`config.mk`:
```
export PLATFORM = sky130hd
export DESIGN_NAME = ped_crossing
export DESIGN_NICKNAME = d
export VERILOG_FILES = /design/src/rtl/ped_crossing.sv
export SDC_FILE = /design/constraint.sdc
export NUM_CORES = 1
export LEC_CHECK = 0
export ABC_CLOCK_PERIOD_IN_PS = 2150
export BUFFER_PORTS_ARGS = -buffer_cell sky130_fd_sc_hd__buf_2
export CORE_MARGIN = 2
export CORE_UTILIZATION = 56
export CTS_CLUSTER_DIAMETER = 80
export CTS_CLUSTER_SIZE = 12
export DETAILED_ROUTE_END_ITERATION = 16
export PLACE_DENSITY = 0.84
export SLEW_MARGIN = 10
export SYNTH_ARGS = -nofsm -noshare
export SYNTH_HDL_FRONTEND = slang
export SYNTH_SLANG_ARGS = --single-unit
```
`constraint.sdc`:
```
create_clock -name clk -period 2.15 [get_ports clk]
set_input_delay 0.3225 -clock clk [delete_from_list [all_inputs] [get_ports clk]]
set_output_delay 0.3225 -clock clk [all_outputs]
set_load 0.01 [all_outputs]
```
`src/rtl/ped_crossing.sv`:
```
// ped_crossing: pedestrian-crossing controller placed downstream of the
// intersection traffic-light controller. It registers the lamp outputs and
// debounces a raw push-button. It grants a WALK / flashing DON'T-WALK
// crossing only on the onset of a clean red-only phase, and latches a sticky
// fault on any illegal lamp combination.
//
// Optional feature: define PED_AUDIO_EN to add the 'chirp' audio-cue output.
module ped_crossing #(
   parameter int WALK_T     = 12,  // cycles of steady WALK
   parameter int FLASH_T    = 6,   // cycles of flashing DON'T-WALK
   parameter int BLINK_P    = 2,   // flash half-period in cycles
   parameter int DEBOUNCE_T = 3,   // synchronized-high cycles to accept a press
   parameter int CW         = 5    // countdown width
) (
   input  logic          clk,
   input  logic          rst,          // asynchronous, active-low
   input  logic          red,
   input  logic          yellow,
   input  logic          green,
   input  logic          ped_btn,      // raw asynchronous push-button
   output logic          walk,
   output logic          dont_walk,
   output logic          req_pending,
   output logic [CW-1:0] countdown,
   output logic          fault
`ifdef PED_AUDIO_EN
   ,
   output logic          chirp
`endif
);

   // ------------------------------------------------------------------
   // Elaboration-time parameter sanity checks
   // ------------------------------------------------------------------
   generate
      if (WALK_T + FLASH_T > (2 ** CW)) begin : g_bad_cw
         $error("ped_crossing: WALK_T+FLASH_T does not fit in CW bits");
      end
      if (WALK_T < 1 || FLASH_T < 1 || BLINK_P < 1 || DEBOUNCE_T < 1) begin : g_bad_time
         $error("ped_crossing: timing parameters must be at least 1");
      end
   endgenerate

   // ------------------------------------------------------------------
   // Local constants
   // ------------------------------------------------------------------
   localparam int DB_W = $clog2(DEBOUNCE_T + 1);
   localparam int PH_W = $clog2(2 * BLINK_P);

   localparam logic [CW-1:0]   CNT_LOAD  = CW'(WALK_T + FLASH_T - 1);
   localparam logic [CW-1:0]   CNT_FLASH = CW'(FLASH_T);
   localparam logic [DB_W-1:0] DB_MAX    = DB_W'(DEBOUNCE_T);
   localparam logic [DB_W-1:0] DB_FIRE   = DB_W'(DEBOUNCE_T - 1);
   localparam logic [PH_W-1:0] PH_WALK_MAX  = PH_W'(2 * BLINK_P - 1);
   localparam logic [PH_W-1:0] PH_FLASH_MAX = PH_W'(BLINK_P - 1);

   typedef enum logic [1:0] {
      ST_IDLE,
      ST_WALK,
      ST_FLASH,
      ST_FAULT
   } state_e;

   // ------------------------------------------------------------------
   // Registered lamps and button synchronizer
   // ------------------------------------------------------------------
   logic            red_q, yellow_q, green_q;
   logic            red_only_prev_q;
   logic            btn_s1_q, btn_s2_q;
   logic [DB_W-1:0] db_cnt_q, db_cnt_d;

   logic red_only;
   logic start_evt;
   logic lamp_fault;
   logic press_evt;

   assign red_only   = red_q & ~yellow_q & ~green_q;
   assign start_evt  = red_only & ~red_only_prev_q;
   // Green with anything else, or a dark head, is illegal; red+yellow is legal.
   assign lamp_fault = (green_q & (red_q | yellow_q)) | ~(red_q | yellow_q | green_q);
   // One press fires on the cycle the counter steps onto DEBOUNCE_T; the
   // counter then saturates, so holding the button cannot re-fire.
   assign press_evt  = btn_s2_q & (db_cnt_q == DB_FIRE);

   // Lamp register, edge history, button synchronizer and debounce counter.
   // The lamp register resets to red-only (a legal aspect), with red-only
   // history set, so an all-dark reset value never looks like a fault and a
   // red phase already in progress at reset release is not a start event.
   always_ff @(posedge clk or negedge rst) begin
      if (!rst) begin
         red_q           <= 1'b1;
         yellow_q        <= 1'b0;
         green_q         <= 1'b0;
         red_only_prev_q <= 1'b1;
         btn_s1_q        <= 1'b0;
         btn_s2_q        <= 1'b0;
         db_cnt_q        <= '0;
      end else begin
         // NOTE: non-blocking assignments make every flop sample the
         // pre-edge values, so the synchronizer chain really is two stages.
         red_q           <= red;
         yellow_q        <= yellow;
         green_q         <= green;
         red_only_prev_q <= red_only;
         btn_s1_q        <= ped_btn;
         btn_s2_q        <= btn_s1_q;
         db_cnt_q        <= db_cnt_d;
      end
   end

   // Debounce counter: count synchronized-high cycles, saturate, clear on low.
   always_comb begin
      // NOTE: assigning a default before any branch keeps combinational
      // blocks from inferring latches on paths that forget an assignment.
      db_cnt_d = '0;
      if (btn_s2_q) begin
         db_cnt_d = (db_cnt_q == DB_MAX) ? db_cnt_q : db_cnt_q + DB_W'(1);
      end
   end

   // ------------------------------------------------------------------
   // Crossing FSM
   // ------------------------------------------------------------------
   state_e          state_q, state_d;
   logic [CW-1:0]   cnt_q, cnt_d;        // crossing countdown
   logic            req_q, req_d;        // latched pedestrian request
   logic [PH_W-1:0] ph_q, ph_d;          // blink / chirp phase
   logic            flash_dw_q, flash_dw_d;

   // State and datapath registers.
   always_ff @(posedge clk or negedge rst) begin
      if (!rst) begin
         state_q    <= ST_IDLE;
         cnt_q      <= '0;
         req_q      <= 1'b0;
         ph_q       <= '0;
         flash_dw_q <= 1'b1;
      end else begin
         state_q    <= state_d;
         cnt_q      <= cnt_d;
         req_q      <= req_d;
         ph_q       <= ph_d;
         flash_dw_q <= flash_dw_d;
      end
   end

   // Next-state logic: a fault beats everything, then abort, then timing.
   always_comb begin
      state_d    = state_q;
      cnt_d      = cnt_q;
      req_d      = req_q;
      ph_d       = ph_q;
      flash_dw_d = flash_dw_q;

      case (state_q)
         ST_IDLE: begin
            if (lamp_fault) begin
               state_d = ST_FAULT;
               cnt_d   = '0;
               req_d   = 1'b0;
            end else if (start_evt && req_q) begin
               // Only a request latched before the onset counts; a press
               // landing on the same cycle is absorbed by this crossing.
               state_d = ST_WALK;
               cnt_d   = CNT_LOAD;
               req_d   = 1'b0;
               ph_d    = '0;
            end else if (press_evt) begin
               req_d = 1'b1;
            end
         end

         ST_WALK: begin
            if (lamp_fault) begin
               state_d = ST_FAULT;
               cnt_d   = '0;
               req_d   = 1'b0;
            end else if (!red_only) begin
               state_d = ST_IDLE;
               cnt_d   = '0;
            end else if (cnt_q == CNT_FLASH) begin
               state_d    = ST_FLASH;
               cnt_d      = cnt_q - CW'(1);
               ph_d       = '0;
               flash_dw_d = 1'b1;
            end else begin
               cnt_d = cnt_q - CW'(1);
               ph_d  = (ph_q == PH_WALK_MAX) ? '0 : ph_q + PH_W'(1);
            end
         end

         ST_FLASH: begin
            if (lamp_fault) begin
               state_d = ST_FAULT;
               cnt_d   = '0;
               req_d   = 1'b0;
            end else begin
               // Presses during FLASH queue up for the next red phase.
               if (press_evt) begin
                  req_d = 1'b1;
               end
               if (!red_only) begin
                  state_d = ST_IDLE;
                  cnt_d   = '0;
               end else if (cnt_q == '0) begin
                  state_d = ST_IDLE;
               end else begin
                  cnt_d = cnt_q - CW'(1);
                  if (ph_q == PH_FLASH_MAX) begin
                     ph_d       = '0;
                     flash_dw_d = ~flash_dw_q;
                  end else begin
                     ph_d = ph_q + PH_W'(1);
                  end
               end
            end
         end

         ST_FAULT: begin
            // Sticky until reset; requests are dropped and ignored.
            cnt_d = '0;
            req_d = 1'b0;
         end

         default: begin
            state_d = ST_FAULT;
            cnt_d   = '0;
            req_d   = 1'b0;
         end
      endcase
   end

   // Signal-head outputs decoded from the state register.
   always_comb begin
      dont_walk = 1'b1;
      case (state_q)
         ST_WALK:  dont_walk = 1'b0;
         ST_FLASH: dont_walk = flash_dw_q;
         default:  dont_walk = 1'b1;
      endcase
   end

   assign walk        = (state_q == ST_WALK);
   assign fault       = (state_q == ST_FAULT);
   assign req_pending = req_q;
   assign countdown   = cnt_q;

`ifdef PED_AUDIO_EN
   // Audio cue: one pulse per phase-counter wrap while crossing.
   assign chirp = ((state_q == ST_WALK) || (state_q == ST_FLASH)) && (ph_q == '0);
`endif

endmodule

```
Word level (Yosys, flattened, before mapping)
Index checks and enable logic that the tools add are counted.
{ "word_totals": {"ff_bits": 19, "out_inout_bits": 9, "inputBits": 6, "word_cells": 105} }
{ "op_classes": {"reduce_logical": 9, "eq_ne": 23, "n_addsub": 3, "mux": 45, "bitwise": 13} }
{ "ops": {"columns": ["op", "n"], "rows": [
  ["$mux 2", 20],
  ["$mux 5", 7],
  ["$pmux 5 s4", 1],
  ["$ne 2x2->1 const B", 8],
  ["$reduce_and 8->1", 2],
  ["$mux 1", 12],
  ["$pmux 2 s3", 2],
  ["$eq 2x2->1 const B", 5],
  ["$ne 4x4->1 const B", 2],
  ["$ne 2x1->1 const B", 3],
  ["$and 1x1->1", 5],
  ["$eq 5x3->1 const B", 1],
  ["$logic_not 5->1", 1],
  ["$not 1->1", 5],
  ["$sub 5x1->5 const B", 1],
  ["$add 2x1->2 const B", 2],
  ["$eq 2x1->1 const B", 2],
  ["$ne 4x2->1 const B", 1],
  ["$pmux 1 s2", 2],
  ["$pmux 1 s4", 1],
  ["$reduce_and 4->1", 1],
  ["$ne 3x3->1 const B", 1],
  ["$or 1x1->1", 3],
  ["$reduce_bool 3->1", 1],
  ["other kinds (4)", 4]
]} }

Longest topological paths before layout
Gate-level depths: netlist (run 1).
{ "depth": {"depth_word": 8, "mapped_depth": 7, "mapped_depth_nobuf": 7} }

Worst setup path after synthesis (run 1)
OpenSTA, ideal clock, no wires.
{ "synth_path": {"path_kind": "reg2reg", "from": "register cnt_q[0], in the netlist countdown[0]", "to": "register state_q[1]", "required_ns": 2.025, "arrival_time_ns": 1.659, "setup_slack_ns": 0.366, "path_stages_with_launch": 8, "synth_period_minus_slack_ns": 1.784, "path_buffers": 0, "setup_time_ns": 0.125, "path_cell_list": "dfrtp_1 > inv_1 > ha_1 > nand2_1 > o31ai_4 > o21ai_1 > a211oi_2 > mux2_2"} }
{ "synth_between": {"elab_chain_cells": 3, "word_cells_on_any_way": 5, "classes_between": "eq/ne: 3; reduce/logical: 2"} }
{ "synth_lines": {"columns": ["item", "line_no", "source"], "rows": [
  ["from (decl)", "125", "logic [CW-1:0] cnt_q, cnt_d;"],
  ["from (signal assigned)", "140", "cnt_q <= cnt_d;"],
  ["$eq 5x3->1 or $logic_not 5->1 (tied branches)", "181, 205", null],
  ["$ne 4x2->1 (no source line) or $ne 4x4->1 (tied branches)", null, null],
  ["$reduce_and 4->1 (no source line) *", null, null],
  ["to (signal assigned)", "139", "state_q <= state_d;"],
  ["to (decl)", "124", "state_e state_q, state_d;"]
]} }
Mark *: on every way between the ends. The rest lies on a longest branch, timed or not.
A chain may end at the register's enable or synchronous reset.

Worst setup path after layout (run 1)
{ "layout_path": {"from": "register state_q[0]", "to": "register cnt_q[4], in the netlist countdown[4]"} }
{ "layout_between": {"elab_chain_cells": 3, "word_cells_on_any_way": 8, "classes_between": "eq/ne: 5; mux: 1; reduce/logical: 2"} }
{ "layout_lines": {"columns": ["item", "line_no", "source"], "rows": [
  ["$eq 2x2->1 or $logic_not 2->1 (tied branches)", "155", "case (state_q)"],
  ["$ne 4x4->1 (no source line) or $ne 3x3->1 (tied branches)", null, null],
  ["$reduce_and 2->1 (no source line)", null, null]
]} }
Parallel ways exist; a longest one is shown, timed or not.

==> flow_metrics.env, run 1 <==
export IMPL_cts_sinks=19
export IMPL_grt_pass1_vias=906
export IMPL_place_ws_ps=267
export IMPL_finalHoldViolations=0
export IMPL_cts_tree="yes"
export IMPL_drv_slew=0
export IMPL_cap_violations=0
export IMPL_synth_seq_area_share=0.409
export IMPL_grt_max_degree=20
export IMPL_fin_nets=153
export IMPL_cts_made_buffers=3
export IMPL_gp_congestion=0.904
export IMPL_vias=932
export IMPL_p_leak_nw=0.622
export IMPL_clk_latency_ps=310
export IMPL_yosys_warnings=0
export IMPL_area_growth_pct=11.6
export IMPL_grt_usage=0.219
export IMPL_crit_arrival_ps=2190
export IMPL_grt_pass1_wl_mm=3.93
export IMPL_hold_path_class="primary input to register"
export IMPL_core_area_um2=1960
export IMPL_antenna_left=0
export IMPL_cp_cell_sequence="inv_1, ha_1, nand4bb_1, nor2_1, nand2_1, o41a_1, o21ai_0"
export IMPL_peakVddDrop_uv=578
export IMPL_wl_per_cell_um=14.9
export IMPL_root_buffer="clkbuf_4"
export IMPL_h_tree_depth=1
export IMPL_setup_viol=0
export IMPL_buffer_ports_inserted=14
export IMPL_ys_ff_latch=19
export IMPL_grt_overflow=0
export IMPL_drt_initial_drc_count=20
export IMPL_diodes=0
export IMPL_drc=0
export IMPL_cp_max_fo=6
export IMPL_synth_avg_cell_area_um2=10.2
export IMPL_antenna_found_initial=0
export IMPL_die_area_um2=2480
export IMPL_fillCellCount=176
export IMPL_critPathSlowestCell="dfrtp_1"
export IMPL_start_util=0.598
export IMPL_worstMarginPinSlew_ps=427
export IMPL_ios=15
export IMPL_post_cts_resized=0
export IMPL_yosysUniqueCellTypes=36
export IMPL_drt_wl_total_mm=2.38
export IMPL_ctsLongestPathBuffers=2
export IMPL_layout_setup_ws_ps=196
export IMPL_dieHeight_um=49.8
export IMPL_drtPass1Iterations=5
export IMPL_fin_crit_sh=0.909
export IMPL_drive_above_1_share=0.248
export IMPL_die_w_um=49.8
export IMPL_syn_nets=134
export IMPL_critPathCaptureType="register"
export IMPL_outcome="finished clean"
export IMPL_num_rows=16
export IMPL_critPathMaxStageDelay_ps=410
export IMPL_via_per_inst=5.83
export IMPL_cp_start_kind="register"
export IMPL_path_class="register to register"
export IMPL_dp_hpwl_mm=1.78
export IMPL_min_period_ps=1950
export IMPL_clk_pin_slew_worst_paths_ps=110
export IMPL_clock_fmax_mhz=512
export IMPL_required_ps=2380
export IMPL_syn_area_um2=1170
export IMPL_slew_headroom=0.715
export IMPL_netlist_instances=115
export IMPL_power_density_nw_per_um2=1230
export IMPL_rsz0062_at_grt="false"
export IMPL_tns_ps=0
export IMPL_worst_clock_skew_ps=4.16
-- registers in the layout, indices dropped and copies added (netlist names) --
register and count:
countdown 5, db_cnt_q 2, ph_q 2, state_q 2, btn_s1_q 1, btn_s2_q 1, flash_dw_q 1, green_q 1
red_only_prev_q 1, red_q 1, req_pending 1, yellow_q 1
-- per-stage QoR --
stage	instances	hold WS, ps	total power [mW]	util	cell area [um^2]
floorplan	115	26.9	1.17	-	1170
global placement	155	274	1.35	0.649	1270
detailed placement	155	287	1.41	0.649	1270
CTS	160	96.1	1.60	0.667	1310
global route	160	92.3	1.73	0.667	1310
finish	160	101	1.61	0.667	1310
-- cell families after synthesis --
logic type               count (synthesis)  synth area share
buffers and inverters                   11            0.0352
flip-flops                              19             0.409
AND/OR/NAND/NOR                         37             0.157
adder cells (fa/ha/maj)                 13             0.139
AO/OA/AOI/OAI                           26             0.174
XOR/XNOR                                 2            0.0213
multiplexers                             7            0.0651
-- cell usage in the layout, fill, tap and decap left out, drive strengths merged, types with 3 or more instances in the layout --
cell type / n
clkbuf: 4
inv: 10
o31ai: 3
dfrtp: 16
dfstp: 3
a21oi: 3
ha: 13
buf: 14
mux2: 5
nor2: 10
o21ai: 11
nand2: 15
-- critical path: cells and delay by family, from the launching register on --
family,cells,cell delay [ps]
AO/OA/AOI/OAI,2,470
buffers and inverters,1,100
AND/OR/NAND/NOR,3,480
flip-flops,1,410
adder cells (fa/ha/maj),1,410
-- timing repair --
action | 4_1_cts | 5_1_grt
setup buffers | 0 | 0
hold buffers | 1 | 0
endpoints found under the hold margin | 16 | 0
-- per-layer routing --
| layer | part of all wire | global-route usage | up-vias |
|---|---|---|---|
| met2 | 0.50 | 0.367 | 37 |
| li1 | - | - | 438 |
| met1 | 0.41 | 0.250 | 445 |
| met5 | 0 | 0 | - |
| met4 | 0.042 | 0.162 | 0 |
| met3 | 0.046 | 0.0364 | 12 |
-- layout make-up --
| class | instances | area [um^2] | area share |
|---|---|---|---|
| inverter | 10 | 37.5 | 0.0287 |
| tap | 27 | 33.8 | 0.0258 |
| sequential | 19 | 479 | 0.366 |
| timing repair buffer | 15 | 80.1 | 0.0612 |
| multi-input combinational | 85 | 652 | 0.498 |
| clock buffer | 4 | 26.3 | 0.0201 |
-- Yosys cell counts, drive strengths merged --
| cell | instances | area share |
|---|---|---|
| nor2 | 10 | 0.032 |
| nand2b | 1 | 0.0053 |
| and2 | 2 | 0.011 |
| mux2 | 5 | 0.048 |
| nand4 | 2 | 0.011 |
| a2bb2oi | 1 | 0.0075 |
| or2 | 1 | 0.0053 |
| nand3 | 2 | 0.0085 |
| dfstp | 3 | 0.067 |
| inv | 10 | 0.032 |
| o22ai | 2 | 0.022 |
| o41a | 1 | 0.0096 |
| a21boi | 1 | 0.0096 |
| clkbuf | 1 | 0.0032 |
| a211o | 1 | 0.0075 |
| xnor2 | 2 | 0.021 |
| mux2i | 2 | 0.017 |
| o21ai | 11 | 0.047 |
| dfrtp | 16 | 0.34 |
| a21o | 1 | 0.0064 |
| o221a | 1 | 0.0096 |
| a21oi | 3 | 0.013 |
| or3 | 1 | 0.0053 |
| or4 | 1 | 0.0064 |
| a211oi | 1 | 0.011 |
| nand4bb | 1 | 0.0096 |
| nand2 | 15 | 0.050 |
| ha | 13 | 0.14 |
| o31ai | 3 | 0.031 |
| nor4b | 1 | 0.013 |
-- power by group --
group / leakage (nW) / switching (mW) / total (mW) / internal (mW)
Combinational: 0.371 / 0.499 / 0.875 / 0.377
Sequential: 0.236 / 0.0965 / 0.547 / 0.451
Clock: 0.0150 / 0.114 / 0.187 / 0.0726
Total: 0.622 / 0.709 / 1.61 / 0.900
-- path summary, 6_finish.rpt --
check,cells after the start,endpoint,slack [ps],startpoint
hold reg to reg,0,btn_s2_q,360,btn_s1_q
setup reg to reg,7,countdown[4],200,state_q[0]
setup / recovery,7,countdown[4],200,state_q[0]
max in group asynchronous,2,red_q,1350,rst
min in group asynchronous,2,countdown[2],470,rst
hold / removal,1,red_q,100,red
(Power assumes the default switching activity.)
==> inputs of run 2 (changes only) <==
Settings changed: ABC_AREA set to 1, CORE_UTILIZATION 56 to 57, SLEW_MARGIN 10 to 40.
==> run 2 against run 1 <==
Against the previous run: wire length is 6.5% higher; combinational power increased by 4.5%; setup slack got worse by 34 ps; die area grew 4.4%; critical path depth decreased by 1; sequential power fell by 4.2%; sequential cell count is the same; critical path type is now register to primary output; largest cell class unchanged.
==> flow_metrics.env, run 2 <==
export IMPL_outcome="finished clean"
export IMPL_holdWs_ps=101
export IMPL_synth_top_flop_cell="dfrtp_1"
export IMPL_cts_tree="yes"
export IMPL_syn_nets=182
export IMPL_dp_hpwl_mm=2.01
export IMPL_area_growth_pct=11.1
export IMPL_met3_length_um=150
export IMPL_hold_path_class="primary input to register"
export IMPL_ctsLongestPathBuffers=2
export IMPL_path_class="register to primary output"
export IMPL_rsz0062_at_grt="false"
export IMPL_drive_above_1_share=0.171
export IMPL_die_w_um=50.9
export IMPL_critPathMaxStageDelay_ps=430
export IMPL_clk_pin_slew_worst_paths_ps=120
export IMPL_power_frac_clock=0.119
export IMPL_yosys_warnings=0
export IMPL_grt_max_degree=20
export IMPL_final_common_cell="nand2_1"
export IMPL_finalHoldViolations=0
export IMPL_critPathSlowestCell="dfrtp_1"
export IMPL_antenna_left=0
export IMPL_drc=0
export IMPL_grt_pass1_wl_mm=4.44
export IMPL_root_buffer="clkbuf_4"
export IMPL_fin_util=0.688
export IMPL_sw_frac_of_total=0.482
export IMPL_slew_headroom=0.662
export IMPL_layout_setup_ws_ps=162
export IMPL_intPower_uw=845
export IMPL_register_area_um2=479
export IMPL_cp_cell_sequence="inv_1, ha_1, inv_1, nand2_1, nand2_1, buf_2"
export IMPL_synth_largest_area_cell="dfrtp_1"
export IMPL_num_rows=16
export IMPL_worst_clock_skew_ps=1.00
export IMPL_cp_start_kind="register"
export IMPL_post_cts_resized=0
export IMPL_yosysUniqueCellTypes=23
export IMPL_drt_met1_wl_mm=1.11
export IMPL_yosysTopAreaCellShare=0.320
export IMPL_buffer_ports_inserted=14
export IMPL_clock_fmax_mhz=503
export IMPL_final_cell_mix="50 x nand2_1, 25 x inv_1, 16 x dfrtp_1"
export IMPL_min_period_ps=1990
export IMPL_dieHeight_um=50.9
export IMPL_start_util=0.619
export IMPL_synth_most_common_cell="nand2_1"
export IMPL_ys_top_cells_by_area="dfrtp_1 32%, nand2_1 15%, ha_1 13%"
export IMPL_power_density_nw_per_um2=1170
export IMPL_grt_overflow=0
export IMPL_core_area_um2=2020
export IMPL_critPathCaptureType="primary output"
export IMPL_clk_latency_ps=300
export IMPL_worst_path_buf_inv=3
export IMPL_crit_arrival_ps=1670
export IMPL_synth_edff_count=0
export IMPL_grt_pass1_vias=1018
export IMPL_setup_viol=0
export IMPL_multiInputGateArea_um2=673
export IMPL_tns_ps=0
export IMPL_p_switching_uw=788
export IMPL_wl_met2_mm=1.24
export IMPL_synth_avg_cell_area_um2=7.68
export IMPL_synth_common_cells="50 x nand2_1, 25 x inv_1, 16 x dfrtp_1, 14 x nand3_1, 13 x ha_1"
export IMPL_h_tree_depth=1
export IMPL_async_flop_share=1.00
export IMPL_maxUsedRoutingLayer="met4"
export IMPL_required_ps=1830
export IMPL_fillCellCount=156
export IMPL_worstMarginPinSlew_ps=504
export IMPL_ys_ff_latch=19
export IMPL_crit_family="flip-flops"
export IMPL_drt_wl_total_mm=2.54
export IMPL_largest_reg_flops=5
export IMPL_drt_initial_drc_count=37
export IMPL_syn_area_um2=1250
export IMPL_cts_made_buffers=3
export IMPL_fin_nets=201
export IMPL_netlist_instances=163
export IMPL_antenna_found_initial=0
export IMPL_peakVddDrop_uv=778
export IMPL_cp_max_fo=8
export IMPL_synth_seq_area_share=0.383
export IMPL_via_per_inst=5.17
export IMPL_wl_per_cell_um=12.2
export IMPL_fin_crit_sh=0.925
export IMPL_die_area_um2=2590
export IMPL_diodes=0
export IMPL_cts_sinks=19
export IMPL_pwr_share_comb=0.560
export IMPL_p_leak_nw=0.779
export IMPL_vias=1076
export IMPL_ios=15
export IMPL_gp_congestion=0.925
export IMPL_cap_violations=0
export IMPL_place_ws_ps=413
export IMPL_seqPwrFrac=0.321
export IMPL_grt_usage=0.225
export IMPL_drv_slew=0
export IMPL_drtPass1Iterations=4
-- run 2: cell types whose count changed in the layout (fill, tap and decap cells not counted), moves of 3 or more --
cell     delta
a21oi_1     +3
inv_1      +15
nand3_1    +12
nand2_1    +36
mux2_2      -4
-- run 2: worst paths after layout --
path	slack, ps	from	cells past startpoint	endpoint
max	160	state_q[0]	6	dont_walk
max reg2reg	380	state_q[1]	8	countdown[0]
max in group asynchronous	1360	rst	2	red_q
min in group asynchronous	470	rst	2	db_cnt_q[0]
min reg2reg	370	btn_s1_q	0	btn_s2_q
min	100	red	1	red_q
-- run 2: timing repair --
| item | 4_1_cts | 5_1_grt |
|---|---|---|
| buffers inserted | 0 | 0 |
| hold buffers | 1 | 0 |
| endpoints found under the hold margin | 16 | 0 |
-- run 2: cells by family after synthesis --
group / Yosys count / synth area share
AOI/OAI and AO/OA: 17 / 0.0750
and+or+nand+nor: 87 / 0.326
buffers and inverters: 26 / 0.0790
DFF: 19 / 0.383
adders and majority gates: 13 / 0.130
xor gates and xnor gates: 1 / 0.00700
-- run 2: power by group through the flow --
| stage | logic, mW | registers [mW] | clock network, mW |
|---|---|---|---|
| 3_3_place_gp | 0.873 | 0.523 | 0 |
| 6_report | 0.914 | 0.524 | 0.195 |
| 2_1_floorplan | 0.688 | 0.523 | 0 |
| 5_1_grt | 1.04 | 0.537 | 0.216 |
| 3_5_place_dp | 0.903 | 0.532 | 0 |
| 4_1_cts | 0.910 | 0.524 | 0.198 |
-- run 2: final cells by class --
class / instances / share of cell area
Sequential cell: 19 / 0.345
Tap cell: 27 / 0.0243
Clock buffer: 3 / 0.0162
Timing Repair Buffer: 15 / 0.0576
Clock inverter: 1 / 0.00540
Inverter: 25 / 0.0675
Multi-Input combinational cell: 118 / 0.484
-- run 2: worst reg2reg max path, delay by kind of cell, from the launching register on --
kind | cells | cell delay (ps)
flip-flops | 1 | 420
AND/OR/NAND/NOR | 5 | 750
buffers and inverters | 2 | 200
adder cells (fa/ha/maj) | 1 | 340
-- run 2: through the flow --
stage | cells | instance area (um^2) | power [mW]
global placement | 203 | 1350 | 1.40
floorplan | 163 | 1250 | 1.21
detailed placement | 203 | 1350 | 1.43
finish | 208 | 1390 | 1.63
global route | 208 | 1390 | 1.79
CTS | 208 | 1390 | 1.63
-- run 2: routing by layer --
layer	up-vias	global-route usage
met5	-	0
met4	0	0.0495
met3	7	0.0409
met2	35	0.397
met1	484	0.288
li1	550	-
==> inputs of run 3 (changes only) <==
==> constraint.sdc (replaced) <==
create_clock -name clk -period 2.15 [get_ports clk]
set_input_delay 0.43 -clock clk [delete_from_list [all_inputs] [get_ports clk]]
set_output_delay 0.43 -clock clk [all_outputs]
set_load 0.01 [all_outputs]
==> run 3 against run 2 <==
Against the previous run: combinational power grew 2%; utilization down 0.25 points; non-clock buffer count fell by 1; sequential power barely moved; sequential share of layout area up 0.12 points; cell area down 0.36%; die area unchanged; wire length is 1.5% higher; register-to-register slack improved by 80 ps; total power increased by 1.1%.
==> flow_metrics.env, run 3 (same netlist as run 2, synthesis figures left out) <==
export IMPL_fin_util=0.685
export IMPL_wl_per_cell_um=12.4
export IMPL_gp_congestion=0.960
export IMPL_dieHeight_um=50.9
export IMPL_final_cell_mix="50 x nand2_1, 25 x inv_1, 16 x dfrtp_1"
export IMPL_hold_path_class="primary input to asynchronous set/reset pin"
export IMPL_critPathMaxStageDelay_ps=430
export IMPL_grt_overflow=0
export IMPL_final_common_cell="nand2_1"
export IMPL_finalHoldViolations=0
export IMPL_drc=0
export IMPL_largest_reg_flops=5
export IMPL_p_total_mw=1.65
export IMPL_clock_fmax_mhz=509
export IMPL_via_per_inst=5.36
export IMPL_setup_viol=0
export IMPL_clk_pin_slew_worst_paths_ps=120
export IMPL_buffer_ports_inserted=14
export IMPL_crit_family="flip-flops"
export IMPL_grt_max_degree=20
export IMPL_die_w_um=50.9
export IMPL_antenna_found_initial=0
export IMPL_cts_tree="yes"
export IMPL_fin_cells=207
export IMPL_required_ps=1720
export IMPL_cts_made_buffers=3
export IMPL_post_cts_setup_buffer_count=0
export IMPL_drt_initial_drc_count=19
export IMPL_cts_sinks=19
export IMPL_cap_violations=0
export IMPL_worstMarginPinSlew_ps=439
export IMPL_fillCellCount=170
export IMPL_drtPass1Iterations=4
export IMPL_rsz0062_at_grt="false"
export IMPL_p_leak_nw=0.771
export IMPL_core_area_um2=2020
export IMPL_diodes=0
export IMPL_critPathSlowestCell="dfrtp_1"
export IMPL_cp_max_fo=8
export IMPL_tns_ps=0
export IMPL_outcome="finished clean"
export IMPL_grt_pass1_wl_mm=4.52
export IMPL_clk_latency_ps=310
export IMPL_cp_cell_sequence="inv_1, ha_2, inv_1, nand2_1, nand2_1, buf_2"
export IMPL_path_class="register to primary output"
export IMPL_vias=1110
export IMPL_grt_pass1_vias=1097
export IMPL_fin_crit_sh=0.915
export IMPL_power_density_nw_per_um2=1190
export IMPL_die_area_um2=2590
export IMPL_peakVddDrop_uv=846
export IMPL_slew_headroom=0.707
export IMPL_start_util=0.619
export IMPL_area_growth_pct=10.7
export IMPL_cp_start_kind="register"
export IMPL_crit_arrival_ps=1540
export IMPL_drv_slew=0
export IMPL_dp_hpwl_mm=2.04
export IMPL_antenna_left=0
export IMPL_min_period_ps=1970
export IMPL_ios=15
export IMPL_rrSetupSlack_ps=460
export IMPL_h_tree_depth=1
export IMPL_fin_nets=200
export IMPL_root_buffer="clkbuf_4"
export IMPL_ctsLongestPathBuffers=2
export IMPL_worst_clock_skew_ps=10.4
export IMPL_dp_cells=203
export IMPL_drive_above_1_share=0.183
export IMPL_num_rows=16
export IMPL_worst_path_buf_inv=3
export IMPL_drt_wl_total_mm=2.57
export IMPL_grt_usage=0.236
export IMPL_critPathCaptureType="primary output"
## run 3: cell types whose count changed in the layout (fill, tap and decap cells not counted)
| cell | before | now |
|---|---|---|
| ha_1 | 13 | 11 |
| ha_2 | 0 | 2 |
| dlygate4sd3_1 | 1 | 0 |
## run 3: worst reg2reg max path: stages (launching register included)
cell	delay (ps)
dfrtp_1	420
inv_1	100
ha_1	340
inv_1	100
nor3_1	380
nand2_1	150
o21ai_2	150
## run 3: final cells by class
class | instances | area (um^2) | area share
Tap cell | 27 | 33.8 | 0.0244
Clock buffer | 3 | 22.5 | 0.0163
Timing Repair Buffer | 14 | 70.1 | 0.0506
Inverter | 25 | 93.8 | 0.0678
Multi-Input combinational cell | 118 | 678 | 0.490
Sequential cell | 19 | 479 | 0.346
Clock inverter | 1 | 7.51 | 0.00542
## run 3: stage by stage
| stage | hold slack, ps | instance area, um^2 | setup WS, ps |
|---|---|---|---|
| after floorplan | 134 | 1250 | 655 |
| after global placement | 334 | 1350 | 508 |
| final | 34.2 | 1390 | 184 |
| after detailed placement | 376 | 1350 | 449 |
| after global routing | 54.2 | 1390 | 77.3 |
| after CTS | 44.9 | 1380 | 87.3 |
## run 3: layer usage
layer  track usage  vias up  wire [um]
li1              -      550          -
met1         0.260      524       1100
met2         0.434       32       1310
met3        0.0409        4        122
met4         0.117        0         43
met5             0        -          0
## run 3: worst paths after layout
check	startpoint	end	cells past startpoint
worst max register to register	state_q[1]	countdown[2]	6
worst min-delay path	rst	db_cnt_q[0]	1
min in group clk	red	red_q	1
worst min register to register	btn_s1_q	btn_s2_q	0
max in group asynchronous	rst	flash_dw_q	1
worst max-delay path	state_q[0]	dont_walk	6
## run 3: repair_timing
action | 4_1_cts | 5_1_grt
hold buffers | 0 | 0
endpoints found under the setup margin | 0 | 1
hold endpoints to repair | 0 | 0
gates resized for setup | 0 | 2
## run 3: report_power, final
group	internal [mW]	total, mW	switching, mW
Sequential	0.445	0.524	0.0782
Clock	0.0711	0.194	0.123
Combinational	0.335	0.933	0.599
